### config.mk
export PLATFORM = sky130hd
export DESIGN_NAME = ram_arbiter
export DESIGN_NICKNAME = d
export VERILOG_FILES = /design/src/rtl/ram_arbiter.sv
export SDC_FILE = /design/constraint.sdc
export NUM_CORES = 1
export LEC_CHECK = 0
export ABC_AREA = 1
export ABC_CLOCK_PERIOD_IN_PS = 850
export BUFFER_PORTS_ARGS = -buffer_cell sky130_fd_sc_hd__buf_2
export CORE_MARGIN = 10
export CORE_UTILIZATION = 26
export CTS_BUF_LIST = sky130_fd_sc_hd__clkbuf_4
export DETAILED_ROUTE_END_ITERATION = 6
export GPL_TIMING_DRIVEN = 0
export PLACE_DENSITY = 0.77
export SKIP_CTS_REPAIR_TIMING = 1
export SLEW_MARGIN = 25
export SYNTH_ARGS = -nofsm -noshare
export SYNTH_HDL_FRONTEND = slang
export SYNTH_SLANG_ARGS = --single-unit
### constraint.sdc
create_clock -name clk -period 0.85 [get_ports clk]
set_input_delay 0.0425 -clock clk [delete_from_list [all_inputs] [get_ports clk]]
set_output_delay 0.0425 -clock clk [all_outputs]
set_load 0.02 [all_outputs]
### src/rtl/ram_arbiter.sv
// ram_arbiter
//
// Round-robin arbiter that lets NREQ requesters share one single-port RAM.
// The RAM has a registered read (1-cycle latency). At most one access is
// granted per cycle. Read data comes back to the owning requester one cycle
// after its grant.
//
// Parameters
//   WIDTH  data word width
//   DEPTH  RAM depth (address width AW = $clog2(DEPTH))
//   NREQ   number of requesters (>= 2)
//
// Ports
//   clk           clock, rising edge
//   rst           synchronous active-high reset
//   req_valid     per-requester command valid
//   req_we        per-requester write (1) / read (0)
//   req_addr      packed addresses, requester i in [i*AW +: AW]
//   req_wdata     packed write data, requester i in [i*WIDTH +: WIDTH]
//   req_ready     one-hot grant (zero when idle or in reset)
//   rsp_valid     one-hot read-response valid
//   rsp_rdata     read data, qualified by rsp_valid
//   ram_we        RAM write enable
//   ram_addr      RAM address
//   ram_data_in   RAM write data
//   ram_data_out  RAM registered read data
module ram_arbiter #(
  parameter  int WIDTH = 8,
  parameter  int DEPTH = 256,
  parameter  int NREQ  = 2,
  localparam int AW    = $clog2(DEPTH)
) (
  input  logic                  clk,
  input  logic                  rst,
  input  logic [NREQ-1:0]       req_valid,
  input  logic [NREQ-1:0]       req_we,
  input  logic [NREQ*AW-1:0]    req_addr,
  input  logic [NREQ*WIDTH-1:0] req_wdata,
  output logic [NREQ-1:0]       req_ready,
  output logic [NREQ-1:0]       rsp_valid,
  output logic [WIDTH-1:0]      rsp_rdata,
  output logic                  ram_we,
  output logic [AW-1:0]         ram_addr,
  output logic [WIDTH-1:0]      ram_data_in,
  input  logic [WIDTH-1:0]      ram_data_out
);

  localparam int              PW       = (NREQ > 1) ? $clog2(NREQ) : 1;
  localparam logic [PW:0]     NREQ_W   = (PW+1)'(NREQ);
  localparam logic [PW-1:0]   LAST_IDX = PW'(NREQ - 1);

  logic [PW-1:0]    ptr_q, ptr_d;
  logic [NREQ-1:0]  rsp_pend_q, rsp_pend_d;

  logic [AW-1:0]    addr_arr  [NREQ];
  logic [WIDTH-1:0] wdata_arr [NREQ];

  logic             gnt_found;
  logic [PW-1:0]    gnt_idx;
  logic [PW:0]      scan_w;
  logic             grant;

  for (genvar i = 0; i < NREQ; i++) begin : g_unpack
    assign addr_arr[i]  = req_addr[i*AW +: AW];
    assign wdata_arr[i] = req_wdata[i*WIDTH +: WIDTH];
  end

  // Scan ptr, ptr+1, ..., wrapping modulo NREQ. The extra bit in scan_w
  // holds ptr+k before the wrap so non-power-of-two NREQ works.
  // gnt_idx falls back to ptr_q when nothing is valid, which also gives
  // the idle RAM drive values.
  always_comb begin
    gnt_found = 1'b0;
    gnt_idx   = ptr_q;
    scan_w    = '0;
    for (int k = 0; k < NREQ; k++) begin
      scan_w = {1'b0, ptr_q} + (PW+1)'(k);
      if (scan_w >= NREQ_W) begin
        scan_w = scan_w - NREQ_W;
      end
      if (!gnt_found && req_valid[scan_w[PW-1:0]]) begin
        gnt_found = 1'b1;
        gnt_idx   = scan_w[PW-1:0];
      end
    end
  end

  assign grant = gnt_found && !rst;

  always_comb begin
    req_ready = '0;
    if (grant) begin
      req_ready[gnt_idx] = 1'b1;
    end
  end

  assign ram_we      = grant && req_we[gnt_idx];
  assign ram_addr    = addr_arr[gnt_idx];
  assign ram_data_in = wdata_arr[gnt_idx];

  always_comb begin
    ptr_d      = ptr_q;
    rsp_pend_d = '0;
    if (grant) begin
      ptr_d = (gnt_idx == LAST_IDX) ? '0 : gnt_idx + PW'(1);
      if (!req_we[gnt_idx]) begin
        rsp_pend_d = req_ready;
      end
    end
  end

  // A response already pending when rst rises is still presented in the
  // rst cycle because rsp_valid comes straight from the register.
  always_ff @(posedge clk) begin
    if (rst) begin
      ptr_q      <= '0;
      rsp_pend_q <= '0;
    end else begin
      ptr_q      <= ptr_d;
      rsp_pend_q <= rsp_pend_d;
    end
  end

  assign rsp_valid = rsp_pend_q;
  assign rsp_rdata = ram_data_out;

endmodule

==> key figures, run 1 <==
Outcome
  – Outcome: finished, violations left
  – Failing checks: setup timing

Die
  – Core footprint: ~0.0017 mm^2
  – Die area: 0.003876 mm^2
  – Initial core utilization: a little over a quarter
  – Die X: about 62 um
  – Die Ht: between 60 and 70 um
  – FP Rows: 15
  – Top Ports: between 70 and 80

Power and ir drop
  – Psw: roughly 540 uW
  – Total power: 1331 uW
  – Power share of the combinational group: approximately 67%
  – Max rail drop VDD: just over 0.6 mV
  – Leak: 0.0006613 uW
  – P_int: around 790 uW
  – Pwr/cell area: between 1000 and 1500 mW/mm^2
  – Clk pwr share: 21.2%
  – Sequential power share: 11.6%
  – Switching share of power: 40.63%

Yosys
  – Post-Synthesis Cell Area: approximately 460 um^2
  – Mapped Cells: between 80 and 90
  – Distinct cells, synth: 15
  – Flops & latches, synth: 3
  – Syn_area_per_cell: 5.661 um^2
  – Post-Syn Nets: 128
  – Yosys top cell area share: between 20% and 30%
  – Async set-reset flop share out of synthesis: 0%
  – YS warnings: 0
  – Sequential area share after synthesis: ~13%
  – Post-synth EDFFs: 0
  – Synth area leader: nand2_1
  – Largest cells by area after synthesis: nand2_1 (27%), nand3_1 (18%), buf_4 (16%), dfxtp_1 (13%), nand2_4 (4.9%)
  – Commonest cells post-synth: nand2_1 (34), nand3_1 (17), buf_4 (10)
  – Post-synth top flop: dfxtp_1
  – Most common cell in the netlist: nand2_1

STA
  – Worst hold slack: between 0.006 and 0.007 ns
  – Setup Skew: approximately 0.00063 ns
  – Fin crit share: 153.2%
  – Final max-slew violation count: 0
  – Rel. slew slack: between 60% and 70%
  – Final min period: 1.302 ns
  – Final Hold Viols: 0
  – Final setup vio count: 20
  – Max Clock Freq: between 700 and 800 MHz
  – RSZ-0062 raised after global routing: yes
  – Setup WS post-layout: -0.4520 ns
  – Worst-Margin Slew: between 0.4 and 0.5 ns

Clock tree
  – Clock H-tree levels: 1
  – Clk root buf: clkbuf_4
  – Clk_lat worst skew: approximately 0.23 ns
  – Longest Clk Path Bufs: 2
  – Clk sinks: 3
  – CTS tree: yes
  – Clock slew at reported path FFs: about 0.04 ns
  – TritonCTS buffer count: 3

Critical path
  – Cell Chain, Critical Path: nand2_2 > nand2_4 > nand2_8 > buf_12 > nand2_1 > nand2_2 > buf_4
  – CP required: about 0.8 ns
  – Most Frequent Cell on Critical Path: nand2_2
  – Worst path arrival time: around 1.3 ns
  – Top Family by Delay on Critical Path: simple AND/OR/NAND/NOR gates
  – CP bufs+invs: 2
  – RR Startpoint: ptr_q
  – Worst path slowest cell: dfxtp_2
  – Critical path's largest stage delay: roughly 0.35 ns
  – Critical path startpoint category: flip-flop
  – Critical path class: flip-flop to output pin
  – CP endpoint kind: output pin
  – Crit. Startpoint: ptr_q
  – CP max FO: 10

Hold path
  – Worst hold path type: input port to flip-flop
  – Beginning of the worst hold path: req_we[1]

Cells and area
  – Fill count: roughly 120
  – Share of layout cells above drive strength 1: roughly 82%
  – Reg area: just over 60 um^2
  – Fin nets: just over 200
  – Cell area after layout: approximately 0.0012 mm^2
  – Post-layout util: 70.84%
  – Footprint of the multi-input gates: between 400 and 500 um^2
  – Area Overhead vs Synth: 160.6%
  – Number of diodes: 0

GRT
  – Tot GR Track Use: between 10% and 20%
  – Largest net degree at the start of global routing: 11
  – First-pass GRT wire length: roughly 3600 um
  – Gr ovfl total: 0
  – Initial antenna violation count: 0
  – Vias in the first global route: just under 900

Run
  – Max-cap violation count: 0

Route
  – Number of routed nets with antenna violations: 0
  – WL final: approximately 2600 um
  – DR vias/cell: roughly 4.5
  – Starting DRT DRC Count: 9
  – Vias: between 800 and 900
  – Drt first pass iters: 2
  – WL per Instance: between 10 and 15 um
  – Drt drc: 0

Placed design
  – Port Buffers: 66
  – Post-DP HPWL: roughly 2000 um
  – Placer congestion estimate: 0.6680
  – Placed cell areas: 918.4 um^2
## per-layer routing
metal,track usage (%),vias up,share of wire (%)
met2,17.05,54,48
li1,-,403,-
met3,8.423,4,17
met4,5.028,0,1.4
met1,10.76,351,34
met5,0,-,0
## stage by stage
step	cells	worst slack, ns	TNS (ns)
final	182	-0.4520	-7.966
after global routing	182	-0.5168	-9.302
after CTS	177	-0.5068	-8.875
after detailed placement	173	-0.2534	-3.988
after global placement	173	-0.2326	-3.726
after floorplan	82	-0.07089	-0.8373
## sequential cells by signal, indices dropped and copies added (netlist names)
signal / count
ptr_q: 1
rsp_valid: 2
## worst register-to-register path: cells and delay by family, from the launching register on
kind	cells	cell delay (ns)
buf+inv	2	0.29
flops	1	0.35
simple gates	4	0.36
## layout make-up
class	instances	area share, %
plain buffers	12	10.34
clock buffers	4	2.482
inverters	4	1.241
multi-input cells	63	37.54
flip-flops and latches	3	5.067
well taps	25	2.585
repair buffers	71	40.74
## placed cells by master (no fill, tap or decap)
cell / count
nor3_2: 1
clkbuf_4: 4
nor3b_1: 1
a21oi_2: 1
buf_4: 11
inv_2: 1
nor2_1: 1
nand2_8: 2
buf_8: 3
nand2_1: 5
dlygate4sd3_1: 1
nand3_2: 3
nor2_4: 3
inv_1: 3
dfxtp_1: 2
nand2_4: 4
nand3_1: 14
buf_2: 47
dfxtp_2: 1
buf_6: 20
buf_12: 1
o21bai_1: 1
nor3_4: 1
nand2_2: 26
## worst paths after layout
path                    endpoint  slack, ns  cells after the start
setup / recovery  ram_data_in[5]      -0.45                      7
hold / removal      rsp_valid[1]      0.007                      2
setup reg to reg    rsp_valid[1]      -0.21                      6
hold reg to reg            ptr_q       0.52                      2
## cell families (layout without fill, tap and decap cells)
group                  count (synthesis)  in the layout  share of synthesized area, %
AOI/OAI and AO/OA                      2              2                         2.695
buffers and inverters                 16             91                         22.91
DFF                                    3              3                         12.94
and+or+nand+nor                       61             61                         61.45
## power by group through the flow
stage	combinational (uW)	clock (uW)	sequential, uW
2_1_floorplan	425	0	161
3_5_place_dp	666	0	157
5_1_grt	960	305	156
3_3_place_gp	658	0	157
6_report	894	282	155
4_1_cts	668	291	155
Note: power is estimated with default switching activity, not from simulation.
==> run 2: changes to the inputs <==
Settings changed: SKIP_CTS_REPAIR_TIMING 1 to default, SLEW_MARGIN 25 to 5.
==> key figures, run 2 (same netlist as run 1, synthesis figures left out) <==
GRT
  – Grt met1 use: 11.67% (was 10.76%)
  – Global routing usage on met2: 19.49% (was 17.05%)
  – GR Layer Usage met3: 8.781% (was 8.423%)
  – Gr ovfl total: 0 (unchanged)
  – Vias in the first global route: 948 (was 866)
  – Largest net degree at the start of global routing: 11 (unchanged)
  – Initial antenna violation count: 0 (unchanged)
  – Tot GR Track Use: 12.24% (was 11.04%)
  – Most Crowded Layer GR: met2 (unchanged)
  – First-pass GRT wire length: 3995 um (was 3608 um)

Power and ir drop
  – Max rail drop VDD: 0.6086 mV (was 0.6213 mV)
  – Leak: 0.0006854 uW (was 0.0006613 uW)
  – Sequential power share: 11.4% (was 11.6%)
  – Psw: 545.3 uW (was 540.7 uW)
  – Power share of the combinational group: 67.7% (was 67.1%)
  – Pwr/cell area: 1091 mW/mm^2 (was 1100 mW/mm^2)
  – Total power: 1355 uW (was 1331 uW)
  – P_int: 810.0 uW (was 790.1 uW)
  – Switching share of power: 40.24% (was 40.63%)
  – Clk pwr share: 20.9% (was 21.2%)

Critical path
  – Worst path slowest cell: dfxtp_2 (unchanged)
  – CP required: 0.81 ns (about the same)
  – CP endpoint kind: output pin (unchanged)
  – Cell Chain, Critical Path: nand2_2 > nand2_4 > nand2_8 > buf_6 > buf_8 > nand2_2 > nand2_2 > buf_6 (was nand2_2 > nand2_4 > nand2_8 > buf_12 > nand2_1 > nand2_2 > buf_4)
  – CP bufs+invs: 3 (was 2)
  – CP max FO: 5 (was 10)
  – Critical path class: flip-flop to output pin (unchanged)
  – Most Frequent Cell on Critical Path: nand2_2 (unchanged)
  – Critical path's largest stage delay: 0.35 ns (about the same)
  – Top Family by Delay on Critical Path: buffers and inverters (was simple AND/OR/NAND/NOR gates)
  – Critical path startpoint category: flip-flop (unchanged)
  – Worst path arrival time: 1.31 ns (was 1.26 ns)

Route
  – DR vias/cell: 4.436 (was 4.462)
  – Starting DRT DRC Count: 15 (was 9)
  – WL per Instance: 14.36 um (was 14.29 um)
  – Number of routed nets with antenna violations: 0 (unchanged)
  – Drt drc: 0 (unchanged)
  – WL final: 2699 um (was 2601 um)
  – Drt first pass iters: 6 (was 2)
  – Vias: 834 (was 812)

Die
  – Die X: 62.26 um (unchanged)
  – Die Ht: 62.26 um (unchanged)
  – Initial core utilization: 27.18% (unchanged)
  – Top Ports: 75 (unchanged)
  – Core footprint: 0.001708 mm^2 (unchanged)
  – Die area: 0.003876 mm^2 (unchanged)
  – FP Rows: 15 (unchanged)

Cells and area
  – Largest register FFs: 2 (unchanged)
  – Area Overhead vs Synth: 167.7% (was 160.6%)
  – Fill count: 125 (was 115)
  – Most frequent cells in the layout: buf_2 (47), nand2_2 (24), buf_6 (20), buf_4 (19), nand3_1 (14) (was buf_2 (47), nand2_2 (26), buf_6 (20), nand3_1 (14), buf_4 (11))
  – Share of layout cells above drive strength 1: 80.98% (was 82.17%)
  – Number of diodes: 0 (unchanged)
  – Most common library cell in the layout ignoring fill and taps: buf_2 (unchanged)
  – Fin nets: 210 (was 204)

STA
  – Worst hold slack: 0.009676 ns (was 0.006676 ns)
  – Rel. slew slack: 68.35% (was 68.70%)
  – Final max-slew violation count: 0 (unchanged)
  – Setup WS post-layout: -0.4984 ns (was -0.4520 ns)
  – RSZ-0062 raised after global routing: yes (unchanged)
  – Max Clock Freq: 741.6 MHz (was 768.0 MHz)
  – Final setup vio count: 20 (unchanged)
  – Setup tns final: -8.459 ns (was -7.966 ns)
  – Worst-Margin Slew: 0.4737 ns (was 0.4686 ns)
  – Final min period: 1.348 ns (was 1.302 ns)
  – Final Hold Viols: 0 (unchanged)
  – Setup Skew: 0.002141 ns (was 0.0006338 ns)
  – Fin crit share: 158.6% (was 153.2%)

Clock tree
  – CTS tree: yes (unchanged)
  – Clk root buf: clkbuf_4 (unchanged)
  – Clock slew at reported path FFs: 0.04 ns (about the same)
  – Longest Clk Path Bufs: 2 (unchanged)
  – Clock H-tree levels: 1 (unchanged)
  – Clk sinks: 3 (unchanged)
  – Clk_lat worst skew: 0.23 ns (about the same)
  – TritonCTS buffer count: 3 (unchanged)

Placed design
  – Port Buffers: 66 (unchanged)
  – Placer congestion estimate: 0.6680 (unchanged)
  – Post-DP HPWL: 2060 um (unchanged)

Outcome
  – Failing checks: setup timing (unchanged)
  – Outcome: finished, violations left (unchanged)

Run
  – Max-cap violation count: 0 (unchanged)

Hold path
  – Worst hold path type: input port to flip-flop (unchanged)
-- run 2: per-layer routing --
layer	part of all wire [%]	vias up	wire length [um]
met2	51	54	1363
met4	0.78	0	21
met5	0	-	0
met1	35	362	934
li1	-	416	-
met3	14	2	379
-- run 2: timing repair --
action                                  CTS  global route
endpoints found under the setup margin   21            21
resized for setup                        45            11
pin swaps                                 6             2
setup buffers                             5             3
hold buffers                              1             0
hold endpoints to repair                  1             0
cloned                                    1             1
-- run 2: through the flow --
step,worst slack (ns),std cells,utilization [%],area (um^2)
finish,-0.4984,188,72.75,1242
detailed placement,-0.2534,173,53.77,918.4
floorplan,-0.07089,82,-,556.8
CTS,-0.4897,184,68.72,1174
global route,-0.5740,188,72.75,1242
global placement,-0.2326,173,53.77,918.4
-- run 2: power groups by stage --
| stage | Sequential [uW] | Combinational, uW | Clock, uW |
|---|---|---|---|
| after floorplan | 161 | 425 | 0 |
| after global placement | 157 | 658 | 0 |
| after CTS | 155 | 870 | 291 |
| after detailed placement | 157 | 666 | 0 |
| final | 155 | 917 | 283 |
| after global routing | 156 | 988 | 305 |
-- run 2: final timing paths --
path	from	to	slack (ns)	cells past startpoint
setup reg to reg	ptr_q	rsp_valid[1]	-0.16	6
setup / recovery	ptr_q	ram_addr[6]	-0.50	8
hold reg to reg	ptr_q	ptr_q	0.52	2
hold / removal	req_we[1]	rsp_valid[1]	0.01	2
-- run 2: final cells by class --
| cell class | count | area (um^2) | share of cell area [%] |
|---|---|---|---|
| Multi-Input combinational cell | 63 | 449.2 | 36.15 |
| Sequential cell | 3 | 61.31 | 4.935 |
| Inverter | 4 | 15.01 | 1.208 |
| Tap cell | 25 | 31.28 | 2.518 |
| Timing Repair Buffer | 77 | 546.8 | 44.01 |
| Buffer | 12 | 108.9 | 8.761 |
| Clock buffer | 4 | 30.03 | 2.417 |
-- run 2: worst reg2reg max path, stage by stage (launching register included) --
cell,delay [ns]
dfxtp_2,0.35
nand2_2,0.07
nand2_4,0.11
nand2_8,0.07
buf_16,0.14
buf_6,0.11
nor3_4,0.08
